File: config.mk
export PLATFORM = sky130hd
export DESIGN_NAME = div_arbiter
export DESIGN_NICKNAME = d
export VERILOG_FILES = /design/src/rtl/div_arb_pkg.sv /design/src/rtl/div_arbiter_rr_pick.sv /design/src/rtl/div_arbiter.sv
export SDC_FILE = /design/constraint.sdc
export NUM_CORES = 1
export LEC_CHECK = 0
export CAP_MARGIN = 40
export CORE_MARGIN = 4
export CORE_UTILIZATION = 46
export CTS_CLUSTER_SIZE = 40
export DETAILED_ROUTE_END_ITERATION = 8
export PLACE_DENSITY = 0.82
export REMOVE_ABC_BUFFERS = 1
export SKIP_CTS_REPAIR_TIMING = 1
export SYNTH_ARGS = -nofsm -noshare
export SYNTH_HDL_FRONTEND = slang
export SYNTH_SLANG_ARGS = --single-unit
File: constraint.sdc
create_clock -name clk -period 4.1 [get_ports clk]
set_input_delay 1.025 -clock clk [delete_from_list [all_inputs] [get_ports clk]]
set_output_delay 1.025 -clock clk [all_outputs]
set_load 0.01 [all_outputs]
File: src/rtl/div_arb_pkg.sv
// ---------------------------------------------------------------------------
// div_arb_pkg
//   Shared definitions for the divider arbiter: controller state encoding,
//   divider register addresses, status bit positions and small decode helpers
//   that map a controller state onto the divider bus it drives.
// ---------------------------------------------------------------------------
package div_arb_pkg;

  typedef enum logic [3:0] {
    S_IDLE = 4'd0,
    S_WLS  = 4'd1,
    S_WMS  = 4'd2,
    S_WDEN = 4'd3,
    S_GO   = 4'd4,
    S_WAIT = 4'd5,
    S_RST  = 4'd6,
    S_RREM = 4'd7,
    S_RQUO = 4'd8,
    S_RESP = 4'd9
  } state_t;

  // Divider register map
  localparam logic [1:0] DIV_A_NLS = 2'd0;
  localparam logic [1:0] DIV_A_NMS = 2'd1;
  localparam logic [1:0] DIV_A_DEN = 2'd2;
  localparam logic [1:0] DIV_A_CMD = 2'd3;

  // Status register bit positions
  localparam int ST_DONE = 0;
  localparam int ST_DZ   = 1;
  localparam int ST_OVF  = 2;

  // Divider address presented while in a given state
  function automatic logic [1:0] bus_addr(input state_t s);
    logic [1:0] a;
    case (s)
      S_WLS:   a = DIV_A_NLS;
      S_WMS:   a = DIV_A_NMS;
      S_WDEN:  a = DIV_A_DEN;
      S_GO:    a = DIV_A_CMD;
      S_RST:   a = DIV_A_NLS;
      S_RREM:  a = DIV_A_DEN;
      S_RQUO:  a = DIV_A_CMD;
      default: a = 2'd0;
    endcase
    return a;
  endfunction

  // True for states that perform a divider write
  function automatic logic is_wr_state(input state_t s);
    logic w;
    case (s)
      S_WLS, S_WMS, S_WDEN, S_GO: w = 1'b1;
      default:                    w = 1'b0;
    endcase
    return w;
  endfunction

  // True for states that perform a divider read
  function automatic logic is_rd_state(input state_t s);
    logic r;
    case (s)
      S_RST, S_RREM, S_RQUO: r = 1'b1;
      default:               r = 1'b0;
    endcase
    return r;
  endfunction

  // Successor of a bus-access state once its gap cycle is done
  function automatic state_t bus_next(input state_t s);
    state_t n;
    case (s)
      S_WLS:   n = S_WMS;
      S_WMS:   n = S_WDEN;
      S_WDEN:  n = S_GO;
      S_GO:    n = S_WAIT;
      S_RST:   n = S_RREM;
      S_RREM:  n = S_RQUO;
      S_RQUO:  n = S_RESP;
      default: n = S_IDLE;
    endcase
    return n;
  endfunction

endpackage

File: src/rtl/div_arbiter_rr_pick.sv
// ---------------------------------------------------------------------------
// rr_pick
//   Combinational round-robin selector. Starting at ptr and searching upward
//   with wrap-around, the first asserted request wins.
// Ports
//   req    in   N_REQ  pending requests
//   ptr    in   ID_W   highest-priority index for this pick
//   grant  out  N_REQ  one-hot winner (all zero when no request)
//   idx    out  ID_W   index of the winner
//   any    out  1      at least one request is pending
// ---------------------------------------------------------------------------
module rr_pick #(
  parameter int N_REQ = 4,
  parameter int ID_W  = 2
) (
  input  logic [N_REQ-1:0] req,
  input  logic [ID_W-1:0]  ptr,
  output logic [N_REQ-1:0] grant,
  output logic [ID_W-1:0]  idx,
  output logic             any
);

  localparam int IW = $clog2(N_REQ);

  int          cand;
  logic [IW-1:0] cand_w;

  // Rotating priority search; the first hit at or after ptr wins
  always_comb begin
    grant  = '0;
    idx    = '0;
    any    = 1'b0;
    cand   = 0;
    cand_w = '0;
    for (int i = 0; i < N_REQ; i++) begin
      cand = int'(ptr) + i;
      if (cand >= N_REQ) begin
        cand = cand - N_REQ;
      end else begin
        cand = cand;
      end
      cand_w = IW'(cand);
      if (!any && req[cand_w]) begin
        any           = 1'b1;
        grant[cand_w] = 1'b1;
        idx           = ID_W'(cand);
      end else begin
        any = any;
      end
    end
  end

endmodule

File: src/rtl/div_arbiter.sv
// ---------------------------------------------------------------------------
// div_arbiter
//   Shares one divider coprocessor between N_REQ clients. A round-robin pick
//   grants one request, then the controller runs the whole divider bus
//   sequence (write num LS/MS, write den, start, wait irq, read status,
//   remainder, quotient) and returns the result tagged with the client id.
//   Every bus access holds its strobe until div_rdy is sampled high and is
//   followed by one idle gap cycle so the divider's acknowledge can drop.
//
// Optional feature: define DIV_ARB_TIMEOUT_EN to add a watchdog on S_WAIT.
//   After TIMEOUT cycles without irq the quotient is read (returning the
//   divider to idle) and a response with rsp_tmo=1 and zeroed data is sent.
//   Without the macro S_WAIT waits forever and rsp_tmo is tied low.
//
// Ports
//   clk, clr_n         clock, asynchronous active-low reset
//   req_valid/num/den  client requests (num 32b, den 16b per client)
//   req_grant          one-hot accept pulse
//   rsp_valid/id/quo/rem/ovf/dz/tmo   response pulse and held fields
//   busy               high whenever the controller is not idle
//   div_a/rd/wr/dout   divider bus master outputs
//   div_din/rdy/irq    divider read data, acknowledge, done (active low)
// ---------------------------------------------------------------------------
module div_arbiter
  import div_arb_pkg::*;
#(
  parameter int N_REQ   = 4,
  parameter int ID_W    = 2,
  parameter int TIMEOUT = 64
) (
  input  logic                clk,
  input  logic                clr_n,
  input  logic [N_REQ-1:0]    req_valid,
  input  logic [32*N_REQ-1:0] req_num,
  input  logic [16*N_REQ-1:0] req_den,
  output logic [N_REQ-1:0]    req_grant,
  output logic                rsp_valid,
  output logic [ID_W-1:0]     rsp_id,
  output logic [15:0]         rsp_quo,
  output logic [15:0]         rsp_rem,
  output logic                rsp_ovf,
  output logic                rsp_dz,
  output logic                rsp_tmo,
  output logic                busy,
  output logic [1:0]          div_a,
  output logic                div_rd,
  output logic                div_wr,
  output logic [15:0]         div_dout,
  input  logic [15:0]         div_din,
  input  logic                div_rdy,
  input  logic                div_irq
);

  if (N_REQ < 2 || N_REQ > 8) begin : g_bad_n_req
    $error("div_arbiter: N_REQ must be in 2..8");
  end
  if (ID_W < $clog2(N_REQ)) begin : g_bad_id_w
    $error("div_arbiter: ID_W too narrow for N_REQ");
  end
  if (TIMEOUT < 1 || TIMEOUT > 255) begin : g_bad_timeout
    $error("div_arbiter: TIMEOUT must be in 1..255");
  end

  state_t            state_r, state_nx;
  logic              gap_r, gap_nx;
  logic [31:0]       num_r, num_nx;
  logic [15:0]       den_r, den_nx;
  logic [ID_W-1:0]   id_r, id_nx;
  logic [ID_W-1:0]   ptr_r, ptr_nx;
  logic [N_REQ-1:0]  grant_nx;
  logic [31:0]       sel_num_s;
  logic [15:0]       sel_den_s;
  logic [15:0]       wr_data_s;

  logic              cap_st_s, cap_rem_s, cap_quo_s;
  logic              ovf_r, dz_r;
  logic [15:0]       rem_r, quo_r;

  logic [N_REQ-1:0]  pick_grant_s;
  logic [ID_W-1:0]   pick_idx_s;
  logic              pick_any_s;

  logic              tmo_hit_s;
  logic              tmo_flag_s;

  rr_pick #(
    .N_REQ (N_REQ),
    .ID_W  (ID_W)
  ) u_rr_pick (
    .req   (req_valid),
    .ptr   (ptr_r),
    .grant (pick_grant_s),
    .idx   (pick_idx_s),
    .any   (pick_any_s)
  );

`ifdef DIV_ARB_TIMEOUT_EN
  logic [7:0] tmo_cnt_r;
  logic       tmo_flag_r;

  // Watchdog counter: restarts on every entry to S_WAIT
  always_ff @(posedge clk or negedge clr_n) begin
    if (!clr_n) begin
      tmo_cnt_r <= 8'd0;
    end else if (state_r != S_WAIT) begin
      tmo_cnt_r <= 8'd0;
    end else begin
      tmo_cnt_r <= tmo_cnt_r + 8'd1;
    end
  end

  assign tmo_hit_s = (tmo_cnt_r == 8'(TIMEOUT));

  // Remembers that the current operation was aborted by the watchdog
  always_ff @(posedge clk or negedge clr_n) begin
    if (!clr_n) begin
      tmo_flag_r <= 1'b0;
    end else if (state_r == S_IDLE) begin
      tmo_flag_r <= 1'b0;
    end else if (state_r == S_WAIT && div_irq && tmo_hit_s) begin
      tmo_flag_r <= 1'b1;
    end else begin
      tmo_flag_r <= tmo_flag_r;
    end
  end

  assign tmo_flag_s = tmo_flag_r;

  // Response timeout flag, loaded with the other response fields
  always_ff @(posedge clk or negedge clr_n) begin
    if (!clr_n) begin
      rsp_tmo <= 1'b0;
    end else if (state_nx == S_RESP) begin
      rsp_tmo <= tmo_flag_r;
    end else begin
      rsp_tmo <= rsp_tmo;
    end
  end
`else
  assign tmo_hit_s  = 1'b0;
  assign tmo_flag_s = 1'b0;
  assign rsp_tmo    = 1'b0;
`endif

  // Next-state logic: arbitration, bus handshake with gap cycle, irq wait
  always_comb begin
    state_nx  = state_r;
    gap_nx    = gap_r;
    num_nx    = num_r;
    den_nx    = den_r;
    id_nx     = id_r;
    ptr_nx    = ptr_r;
    grant_nx  = '0;
    cap_st_s  = 1'b0;
    cap_rem_s = 1'b0;
    cap_quo_s = 1'b0;
    sel_num_s = 32'd0;
    sel_den_s = 16'd0;
    for (int i = 0; i < N_REQ; i++) begin
      if (pick_grant_s[i]) begin
        sel_num_s = req_num[i*32 +: 32];
        sel_den_s = req_den[i*16 +: 16];
      end else begin
        sel_num_s = sel_num_s;
      end
    end
    case (state_r)
      S_IDLE: begin
        if (pick_any_s) begin
          grant_nx = pick_grant_s;
          num_nx   = sel_num_s;
          den_nx   = sel_den_s;
          id_nx    = pick_idx_s;
          if (pick_idx_s == ID_W'(N_REQ - 1)) begin
            ptr_nx = '0;
          end else begin
            ptr_nx = pick_idx_s + ID_W'(1);
          end
          state_nx = S_WLS;
          gap_nx   = 1'b0;
        end else begin
          state_nx = S_IDLE;
        end
      end
      S_WLS, S_WMS, S_WDEN, S_GO, S_RST, S_RREM, S_RQUO: begin
        if (gap_r) begin
          gap_nx   = 1'b0;
          state_nx = bus_next(state_r);
        end else if (div_rdy) begin
          // Acknowledge seen: capture read data now, idle the bus next cycle
          gap_nx    = 1'b1;
          cap_st_s  = (state_r == S_RST);
          cap_rem_s = (state_r == S_RREM);
          cap_quo_s = (state_r == S_RQUO);
        end else begin
          gap_nx = 1'b0;
        end
      end
      S_WAIT: begin
        if (!div_irq) begin
          state_nx = S_RST;
        end else if (tmo_hit_s) begin
          // Reading the quotient pulls a hung divider back to idle
          state_nx = S_RQUO;
          gap_nx   = 1'b0;
        end else begin
          state_nx = S_WAIT;
        end
      end
      S_RESP: begin
        state_nx = S_IDLE;
      end
      default: begin
        state_nx = S_IDLE;
        gap_nx   = 1'b0;
      end
    endcase
  end

  // Write data for the access that starts (or continues) next cycle
  always_comb begin
    wr_data_s = 16'd0;
    if (is_wr_state(state_nx) && !gap_nx) begin
      case (state_nx)
        S_WLS:   wr_data_s = num_nx[15:0];
        S_WMS:   wr_data_s = num_nx[31:16];
        S_WDEN:  wr_data_s = den_nx;
        default: wr_data_s = 16'd0;
      endcase
    end else begin
      wr_data_s = 16'd0;
    end
  end

  // Controller state, operand latches and round-robin pointer
  always_ff @(posedge clk or negedge clr_n) begin
    if (!clr_n) begin
      state_r <= S_IDLE;
      gap_r   <= 1'b0;
      num_r   <= 32'd0;
      den_r   <= 16'd0;
      id_r    <= '0;
      ptr_r   <= '0;
    end else begin
      state_r <= state_nx;
      gap_r   <= gap_nx;
      num_r   <= num_nx;
      den_r   <= den_nx;
      id_r    <= id_nx;
      ptr_r   <= ptr_nx;
    end
  end

  // Read-data capture on the edge where div_rdy is sampled high
  always_ff @(posedge clk or negedge clr_n) begin
    if (!clr_n) begin
      ovf_r <= 1'b0;
      dz_r  <= 1'b0;
      rem_r <= 16'd0;
      quo_r <= 16'd0;
    end else begin
      if (cap_st_s) begin
        ovf_r <= div_din[ST_OVF];
        dz_r  <= div_din[ST_DZ];
      end else begin
        ovf_r <= ovf_r;
        dz_r  <= dz_r;
      end
      if (cap_rem_s) begin
        rem_r <= div_din;
      end else begin
        rem_r <= rem_r;
      end
      if (cap_quo_s) begin
        quo_r <= div_din;
      end else begin
        quo_r <= quo_r;
      end
    end
  end

  // Registered outputs, decoded from the state being entered
  always_ff @(posedge clk or negedge clr_n) begin
    if (!clr_n) begin
      req_grant <= '0;
      busy      <= 1'b0;
      div_a     <= 2'd0;
      div_rd    <= 1'b0;
      div_wr    <= 1'b0;
      div_dout  <= 16'd0;
      rsp_valid <= 1'b0;
      rsp_id    <= '0;
      rsp_quo   <= 16'd0;
      rsp_rem   <= 16'd0;
      rsp_ovf   <= 1'b0;
      rsp_dz    <= 1'b0;
    end else begin
      req_grant <= grant_nx;
      busy      <= (state_nx != S_IDLE);
      div_a     <= bus_addr(state_nx);
      div_rd    <= is_rd_state(state_nx) && !gap_nx;
      div_wr    <= is_wr_state(state_nx) && !gap_nx;
      div_dout  <= wr_data_s;
      rsp_valid <= (state_nx == S_RESP);
      if (state_nx == S_RESP) begin
        rsp_id  <= id_r;
        rsp_quo <= tmo_flag_s ? 16'd0 : quo_r;
        rsp_rem <= tmo_flag_s ? 16'd0 : rem_r;
        rsp_ovf <= tmo_flag_s ? 1'b0  : ovf_r;
        rsp_dz  <= tmo_flag_s ? 1'b0  : dz_r;
      end else begin
        rsp_id  <= rsp_id;
        rsp_quo <= rsp_quo;
        rsp_rem <= rsp_rem;
        rsp_ovf <= rsp_ovf;
        rsp_dz  <= rsp_dz;
      end
    end
  end

endmodule

==> reports/metrics.csv <==
stage,metric,value,unit
pwr,VDD IR-drop max,0.000540,V
yosys,"flops & latches, synth",153,
final_layout,"non-filler cells, final",1243,
global_route,grt ovf,0,
yosys,"Warnings, synthesis",0,
yosys,ys flop type,dfrtp_1,
placed_design,Placement Setup Slack,0.103,ns
final_layout,area of the multi-input gates,3730,sq um
sta,fin crit share,86.3,%
worst_setup_path,WP data required,4.39,ns
sta,post-route minimum period,3.54,ns
yosys,Synth Area in Compound Gates,17.0,%
global_route,initial antenna violation count,2,
final_layout,register area,3830,sq um
outcome,status,completed,
global_route,largest net degree at the start of global routing,98,
floorplan,Die ar.,19400,sq um
pwr,Switching Fraction,39.2,%
global_route,met1 Use GR,30.1,%
final_layout,nets@finish,1231,
min_path,worst min path class,reg -> reg,
sta,PnR worst setup slack,0.562,ns
detailed_routing,DRT Wirelength,24300,um
floorplan,Die Wd,139,um
clock_tree,TritonCTS Sinks,153,
clock_tree,worst skew pair latency,0.42,ns
floorplan,Site Rows,47,
pwr,Clk pwr share,21.6,%
job,Max-Cap Viols,0,
placed_design,# port buffers,277,
final_layout,most frequent cells in the layout,"clkdlybuf4s50_1 (276), dfrtp_1 (153), nand2_1 (88)",
sta,endpoints failing setup,0,
sta,TNS Setup,0,ns
global_route,GRT Overall Usage,24.3,%
placed_design,placed wire-length estimate,17200,um
pwr,overall power,7.42,mW
detailed_routing,post-detailed-route wirelength per cell,19.6,um
floorplan,Die Span Y,139,um
placed_design,Post-Place Cells,1209,
worst_setup_path,CP Capture Type,flip-flop,
pwr,leakage power,4.87,nW
floorplan,Core ar.,16800,sq um
final_layout,fraction of layout cells with a size suffix above 1,14.1,%
yosys,register area share after synthesis,48.3,%
detailed_routing,Vias,7190,
detailed_routing,antenna-violating nets left,0,
pwr,Seq pwr share,30.7,%
pwr,Sw Pwr,2.91,mW
detailed_routing,drc violations,0,
yosys,ys async rst share,100,%
sta,worst-margin pin slew,0.819,ns
clock_tree,TritonCTS Buffers,17,
detailed_routing,DR pass1 iterations,5,
sta,Final Hold Fails,0,
clock_tree,CTS root buf,clkbuf_16,
sta,RSZ-0062 raised after global routing,false,
placed_design,RePlAce Congestion,0.891,
floorplan,Initial Util,47.3,%
sta,max frequency,283,MHz
worst_setup_path,data arrival time of the worst path,3.83,ns
final_layout,area grow syn2layout,44.6,%
clock_tree,CTS tree,yes,
worst_setup_path,CP startpoint kind,primary input,
pwr,Logic pwr share,47.7,%
sta,relative slew slack,45.3,%
pwr,PwrDens,647,nW/um^2
yosys,largest family of logic cells by synthesized area,compound AO/OA/AOI/OAI gates,
worst_setup_path,Worst Path Max Fanout,97,
clock_tree,clock transition at the registers of the reported paths,0.06,ns
global_route,GR peak layer,met2,
sta,fin. max-slew vios,0,
yosys,Post-Synth Adder-Cell Area,1.10,%
global_route,M3 GR Usage,6.55,%
yosys,Netlist Area Pre-Place,7930,sq um
worst_setup_path,crit path kind,in -> reg,
yosys,"EDFF count, synth",0,
global_route,first-pass GRT wire length,37900,um
yosys,post-synthesis xor/xnor area fraction,0.221,%
floorplan,I/O pins,279,
detailed_routing,DR iter-0 viols,364,
yosys,mux cell area share after synthesis,13.5,%
detailed_routing,Vias/cell,5.78,
yosys,Gate Count Post-Synth,762,
sta,clock skew,0.0106,ns
clock_tree,H-Tree Depth,4,
yosys,simple logic cell fraction of the synthesized area,14.8,%
final_layout,"commonest non-fill, non-tap cell in the layout",clkdlybuf4s50_1,
final_layout,fillcell total,1326,
global_route,vias in the first global route,7316,
yosys,syn_area_per_cell,10.4,sq um
global_route,GRT met2 Usage,40.3,%
pwr,design internal power,4.52,mW
clock_tree,clk buf depth,2,
yosys,post-synthesis cell type count,58,
## critical path, stage by stage
cell	delay, ns
clkdlybuf4s50_1	0.61
mux4_2	0.69
nand3b_1	0.21
a21oi_1	0.24
a221oi_4	0.06
buf_12	0.22
o21ai_0	0.23
a31oi_1	0.08
or3_1	0.40
## registers in the layout, indices dropped and copies added, names as in the netlist, named ones only
name and count:
state_r 4, busy 1, ovf_r 1, rsp_valid 1, div_wr 1, id_r 2, div_dout 16, rsp_id 2
gap_r 1, rsp_quo 16, num_r 32, den_r 16, req_grant 4, quo_r 16, rem_r 16, ptr_r 1
div_a 2, rsp_dz 1, dz_r 1, rsp_ovf 1, rsp_rem 16, div_rd 1
## per-layer routing
layer	wire, um	share of wire (%)
met1	9560	39
met2	11900	49
met3	1960	8.0
met4	911	3.7
met5	0	0
## cells in the mapped netlist, types with 11 or more instances
master / instances / area [sq um]
or3_1: 17 / 106
a31oi_1: 34 / 213
a221o_1: 32 / 320
clkbuf_1: 24 / 90.1
o21ai_0: 82 / 410
buf_2: 23 / 115
and3_1: 18 / 113
nor2b_1: 18 / 113
dfrtp_1: 153 / 3830
nor2_1: 11 / 41.3
nand3_1: 52 / 260
mux2i_1: 20 / 200
a22oi_1: 17 / 128
mux2_2: 71 / 800
nand2_1: 88 / 330
## path summary, 6_finish.rpt
| check | startpoint | slack, ns | end | depth (start not counted) |
|---|---|---|---|---|
| setup / recovery | req_valid[2] | 0.56 | div_dout[5] | 9 |
| hold / removal | id_r[1] | 0.47 | id_r[1] | 1 |
| setup reg to reg | ptr_r[1] | 0.69 | div_dout[5] | 10 |
| hold reg to reg | id_r[1] | 0.47 | id_r[1] | 1 |
| max in group asynchronous | clr_n | 2.60 | num_r[26] | 2 |
| min in group asynchronous | clr_n | 0.62 | asynchronous set/reset pin | 1 |
## power by group through the flow
stage / sequential, mW / clock [mW] / combinational [mW]
after floorplan: 2.27 / 0 / 2.12
after global placement: 2.27 / 0 / 3.47
after detailed placement: 2.29 / 0 / 3.55
after CTS: 2.27 / 1.64 / 3.56
after global routing: 2.33 / 1.71 / 3.86
final: 2.28 / 1.60 / 3.54
## metrics by stage
step | instance area [sq um] | hold slack (ns) | utilization, %
CTS | 11500 | 0.478 | 68.4
floorplan | 7540 | 0.442 | -
global route | 11500 | 0.515 | 68.4
global placement | 10800 | 0.460 | 64.7
detailed placement | 10800 | 0.464 | 64.7
finish | 11500 | 0.473 | 68.4
## cell type report
cell class / instances / area share (%)
inverters: 6 / 0.196
flip-flops and latches: 153 / 33.4
clock inverters: 15 / 1.59
clock buffers: 17 / 3.71
well taps: 220 / 2.40
multi-input cells: 534 / 32.6
diodes: 2 / 0.0437
repair buffers: 296 / 26.1
## kinds of logic (layout without fill, tap and decap cells)
family          count (synthesis)  in the layout
other cells                     1              3
fa+ha+maj                       7              7
compound gates                201            201
buf+inv                        75            334
flops                         153            153
xor+xnor                        2              2
mux                            94             94
simple gates                  229            229
Note: power is estimated with default switching activity, not from simulation.
==> RTL edit 1: new RTL, same settings <==
Add a define of `DIV_ARB_TIMEOUT_EN`.
--- a/src/rtl/div_arbiter.sv
+++ b/src/rtl/div_arbiter.sv
@@ -22,4 +22,6 @@
 //   div_din/rdy/irq    divider read data, acknowledge, done (active low)
 // ---------------------------------------------------------------------------
+`define DIV_ARB_TIMEOUT_EN
+
 module div_arbiter
   import div_arb_pkg::*;
Function: same outputs for any inputs over 4 cycles, from zero or initial values; that may be too few to reach the edited logic, so the function may still have changed.
==> RTL edit 1 against the original RTL <==
- wire length rose by 17%
- die area rose by 9.9%
- design area rose by 8.2%
- sequential cell count up 10
- area after synthesis grew 11%
- first-iteration DRC count increased by 52%
- power up 17%
- worst setup slack got worse by 0.060 ns
==> RTL edit 1: results (changes against the original RTL) <==
| Metric | Value |
|---|---|
| Vias in the first global route | 8161 (+12%) |
| Worst R2R Path Depth | 9 (-1) |
| Hold EP | rsp_rem[13] |
| Min-delay src | rsp_rem[13] |
| Fill cells | 1516 (+14%) |
| Crit path DAT | 3.90 ns (+0.07 ns) |
| Share of layout cells above drive strength 1 | 0.116 (-0.0249) |
| Routability cong. | 0.883 (-0.94%) |
| Largest net degree at the start of global routing | 75 (-23%) |
| Worst hold path depth | 2 (+1) |
| R2r setup slk | 0.59 ns (-0.10 ns) |
| Vias/cell | 5.91 (+2.2%) |
| Wirelength per Cell | 20.9 um (+6.7%) |
| Drt total wl | 28.5 mm (+17%) |
| Pleak | 5.01 nW (+2.9%) |
| Synth area leaders | dfrtp_1 (47%), mux2_2 (5.1%), o21ai_0 (4.6%) |
| Register area share after synthesis | 0.466 (-0.0175) |
| RR Endpoint | den_r[8] |
| Cell variety after synth | 67 (+16%) |
| Initial DRC count | 555 (+52%) |
| CP max FO | 38 (-61%) |
| Pre-CTS setup slack | 0.135 ns (+0.0318 ns) |
| First-pass GRT wire length | 44.1 mm (+16%) |
| Outcome | finished, final reports clean |
| Inst Count DP | 1331 (+10%) |
| Avg Cell Area, Syn | 10.2 um2 (-1.8%) |
| HPWL after DPL | 20.8 mm (+21%) |
| Total track usage | 0.261 (+0.0177) |
| Initial antenna violation count | 3 (+1) |
RTL edit 1: cell type report:
type                       count  area, um2  area share
multi-input combinational    613       4320       0.349
sequential                   163       4080       0.329
timing repair buffer         311       3090       0.249
clock buffer                  17        425      0.0343
tap                          234        293      0.0236
clock inverter                14        144      0.0116
inverter                      10       37.5     0.00303
antenna                        3       7.51    0.000605
RTL edit 1: per-layer routing:
metal / GRT usage / wire length, um
met5: 0 / 0
met1: 0.308 / 11000
met3: 0.0739 / 2390
met2: 0.448 / 14000
met4: 0.110 / 1090
RTL edit 1: worst max path at each step:
stage | startpoint | endpoint | slack, ns
global placement | req_valid[3] | num_r[29] | 0.29
global route | ptr_r[1] | num_r[30] | 0.37
floorplan | req_valid[2] | den_r[0] | -0.81
finish | req_valid[3] | den_r[8] | 0.50
CTS | req_valid[3] | den_r[8] | 0.59
detailed placement | req_valid[3] | den_r[8] | 0.14
RTL edit 1: logic make-up after synthesis:
logic type / share of synthesized area
muxes: 0.101
adders and majority gates: 0.0129
xor gates and xnor gates: 0.00800
DFF: 0.466
buffers and inverters: 0.0428
and+or+nand+nor: 0.142
AOI/OAI and AO/OA: 0.228
RTL edit 1: power by group:
| part | switching (W) | total (W) | internal (W) |
|---|---|---|---|
| Sequential | 0.000319 | 0.00251 | 0.00219 |
| Clock | 0.000710 | 0.00156 | 0.000853 |
| Combinational | 0.00260 | 0.00462 | 0.00203 |
RTL edit 1: critical path, stage by stage:
cell             delay [ns]
clkdlybuf4s50_1        0.67
or3b_1                 0.44
a2111oi_4              0.47
o21ai_0                0.30
and3_2                 0.46
buf_12                 0.25
o21ai_0                0.12
o22ai_1                0.13
RTL edit 1: per-stage QoR:
stage,power [W],area [um2]
2_1_floorplan,0.00540,8420
5_1_grt,0.00926,12400
4_1_cts,0.00871,12400
3_5_place_dp,0.00713,11800
6_report,0.00870,12400
3_3_place_gp,0.00699,11800
==> RTL edit 2: new RTL, same flow settings <==
Made on the original files. Add an input register stage for `div_din` and `div_rdy`, without a reset; this delays them by one clock. The other inputs are not delayed to match.
--- a/src/rtl/div_arbiter.sv
+++ b/src/rtl/div_arbiter.sv
@@ -52,4 +52,12 @@
 );
 
+  logic [15:0] div_din_q;
+  logic div_rdy_q;
+
+  always_ff @(posedge clk) begin
+    div_din_q <= div_din;
+    div_rdy_q <= div_rdy;
+  end
+
   if (N_REQ < 2 || N_REQ > 8) begin : g_bad_n_req
     $error("div_arbiter: N_REQ must be in 2..8");
@@ -187,5 +195,5 @@
           gap_nx   = 1'b0;
           state_nx = bus_next(state_r);
-        end else if (div_rdy) begin
+        end else if (div_rdy_q) begin
           // Acknowledge seen: capture read data now, idle the bus next cycle
           gap_nx    = 1'b1;
@@ -261,6 +269,6 @@
     end else begin
       if (cap_st_s) begin
-        ovf_r <= div_din[ST_OVF];
-        dz_r  <= div_din[ST_DZ];
+        ovf_r <= div_din_q[ST_OVF];
+        dz_r  <= div_din_q[ST_DZ];
       end else begin
         ovf_r <= ovf_r;
@@ -268,10 +276,10 @@
       end
       if (cap_rem_s) begin
-        rem_r <= div_din;
+        rem_r <= div_din_q;
       end else begin
         rem_r <= rem_r;
       end
       if (cap_quo_s) begin
-        quo_r <= div_din;
+        quo_r <= div_din_q;
       end else begin
         quo_r <= quo_r;
Formal check against the unedited RTL: not equivalent (a bounded check fails within 4 cycles, from zero or initial values).
==> RTL edit 2 against the original RTL <==
- worst setup slack gained 0.031 ns
- maximum frequency grew 0.89%
- wire length rose by 7.8%
- non-clock buffer count rose by 12
- die area increased by 2.8%
- design area grew 3.3%
- core utilization is 0.20 points lower
- area after synthesis up 3.0%
- hold slack improved by 0.0045 ns
- sequential cell count up 17
- power grew 6.1%
- count of clock-buffer cells in the layout increased by 1
- largest cell class unchanged
==> RTL edit 2: results (changes against the original RTL) <==
| Metric | Value |
|---|---|
| Total grt overflow | 0 (unchanged) |
| Vias in the first global route | 7431 (+1.6%) |
| Synth area leaders | dfrtp_1 (47%), mux2_2 (10%), a221oi_1 (5.3%) |
| Cell area after placement | 11200 um2 (+3.4%) |
| First-pass GRT wire length | 39.8 mm (+5.0%) |
| Fin util | 0.682 (-0.00204) |
| Pre-CTS setup slack | 0.159 ns (+0.0559 ns) |
| Cell family with most CP delay | compound AO/OA/AOI/OAI gates |
| Fin nets | 1254 (+1.9%) |
| Share of layout cells above drive strength 1 | 0.160 (+0.0189) |
| Inst Count DP | 1237 (+2.3%) |
| Initial antenna violation count | 1 (-1) |
| Drt total wl | 26.2 mm (+7.8%) |
| Worst relative slew slack | 0.455 (+0.00213) |
| HPWL after DPL | 18.6 mm (+8.3%) |
| Yosys warns | 0 (unchanged) |
| Prevailing post-synth register cell | dfrtp_1 |
| Crit path DAT | 3.81 ns (-0.02 ns) |
| Initial DRC count | 443 (+22%) |
| Peak VDD IR | 413 uV (-24%) |
| Clk buf depth | 2 (unchanged) |
| Initial DRT Pass Iterations | 5 (unchanged) |
| Wirelength per Cell | 20.6 um (+5.5%) |
| Register area share after synthesis | 0.511 (+0.0275) |
| CP peak stage delay | 0.48 ns (-0.21 ns) |
| Most frequent cells after synthesis | dfrtp_1 (153), mux2_2 (74), nand2_1 (58) |
| CTS clk-pin slew, worst paths | 0.07 ns |
| Vias post-DR | 7342 (+2.1%) |
| Comb. pwr | 0.00372 W (+5%) |
| Total track usage | 0.259 (+0.0160) |
| Largest register by flop count | num_r |
| Avg Cell Area, Syn | 10.7 um2 (+2.6%) |
| Layout Skew | 0.0128 ns (+0.00219 ns) |
| Clk Latency, worst-skew pair | 0.42 ns (about the same) |
| Clk root buf | clkbuf_16 |
| Fill cells | 1342 (+1.2%) |
| Slowest cell on the critical path | clkdlybuf4s50_1 |
| PwrDens | 665 nW/um2 (+2.7%) |
| Buffers added on ports | 277 (unchanged) |
| Min-delay worst type | reg2reg |
| Clk pwr | 0.00164 W (+2%) |
| CP max FO | 11 (-89%) |
| Outcome | finished, final reports clean |
| Async set-reset flop share out of synthesis | 0.900 (-0.100) |
| H-Tree Depth | 4 (unchanged) |
| Total CTS buffers | 17 (unchanged) |
| Pleak | 5.11 nW (+4.9%) |
| Largest net degree at the start of global routing | 85 (-13%) |
| Routability cong. | 0.839 (-5.9%) |
| Sw Share | 0.408 (+0.0160) |
| Max reg flops | 32 (unchanged) |
| Cell variety after synth | 62 (+6.9%) |
[RTL edit 2: tightest hold or removal path, cell delays in order (launching register included)]
cell	delay, ns
dfrtp_1	0.34
nand2_1	0.05
nand2_1	0.05
[RTL edit 2: path summary, 6_finish.rpt]
path / startpoint / endpoint / cells past startpoint / slack [ns]
max in group asynchronous: clr_n / num_r[28] / 2 / 2.60
max reg2reg: ptr_r[1] / num_r[31] / 11 / 0.68
min in group asynchronous: clr_n / rsp_quo[3] / 1 / 0.65
min reg2reg: id_r[0] / id_r[0] / 2 / 0.48
min: id_r[0] / id_r[0] / 2 / 0.48
max: req_valid[3] / den_r[13] / 11 / 0.59
[RTL edit 2: metal layers]
metal  track usage  wire length (um)  vias up
met5             0                 0        -
met3        0.0801              2410       54
li1              -                 -     3370
met4         0.113               892        0
met2         0.423             12700      366
met1         0.318             10200     3552
[RTL edit 2: area by class of cell]
cell class,instances,area share
clock buffer,18,0.0371
timing repair buffer,308,0.256
multi-input combinational,493,0.303
clock inverter,14,0.0145
tap,225,0.0238
sequential,170,0.352
inverter,41,0.0130
antenna,1,0.000211
[RTL edit 2: cells by family after synthesis]
kind of cell | count (synthesis) | synth area share
AO/OA/AOI/OAI | 224 | 0.203
AND/OR/NAND/NOR | 179 | 0.107
flip-flops | 170 | 0.511
buffers and inverters | 102 | 0.0549
multiplexers | 80 | 0.111
adder cells (fa/ha/maj) | 7 | 0.0107
XOR/XNOR | 2 | 0.00215
other | 1 | 0.000459
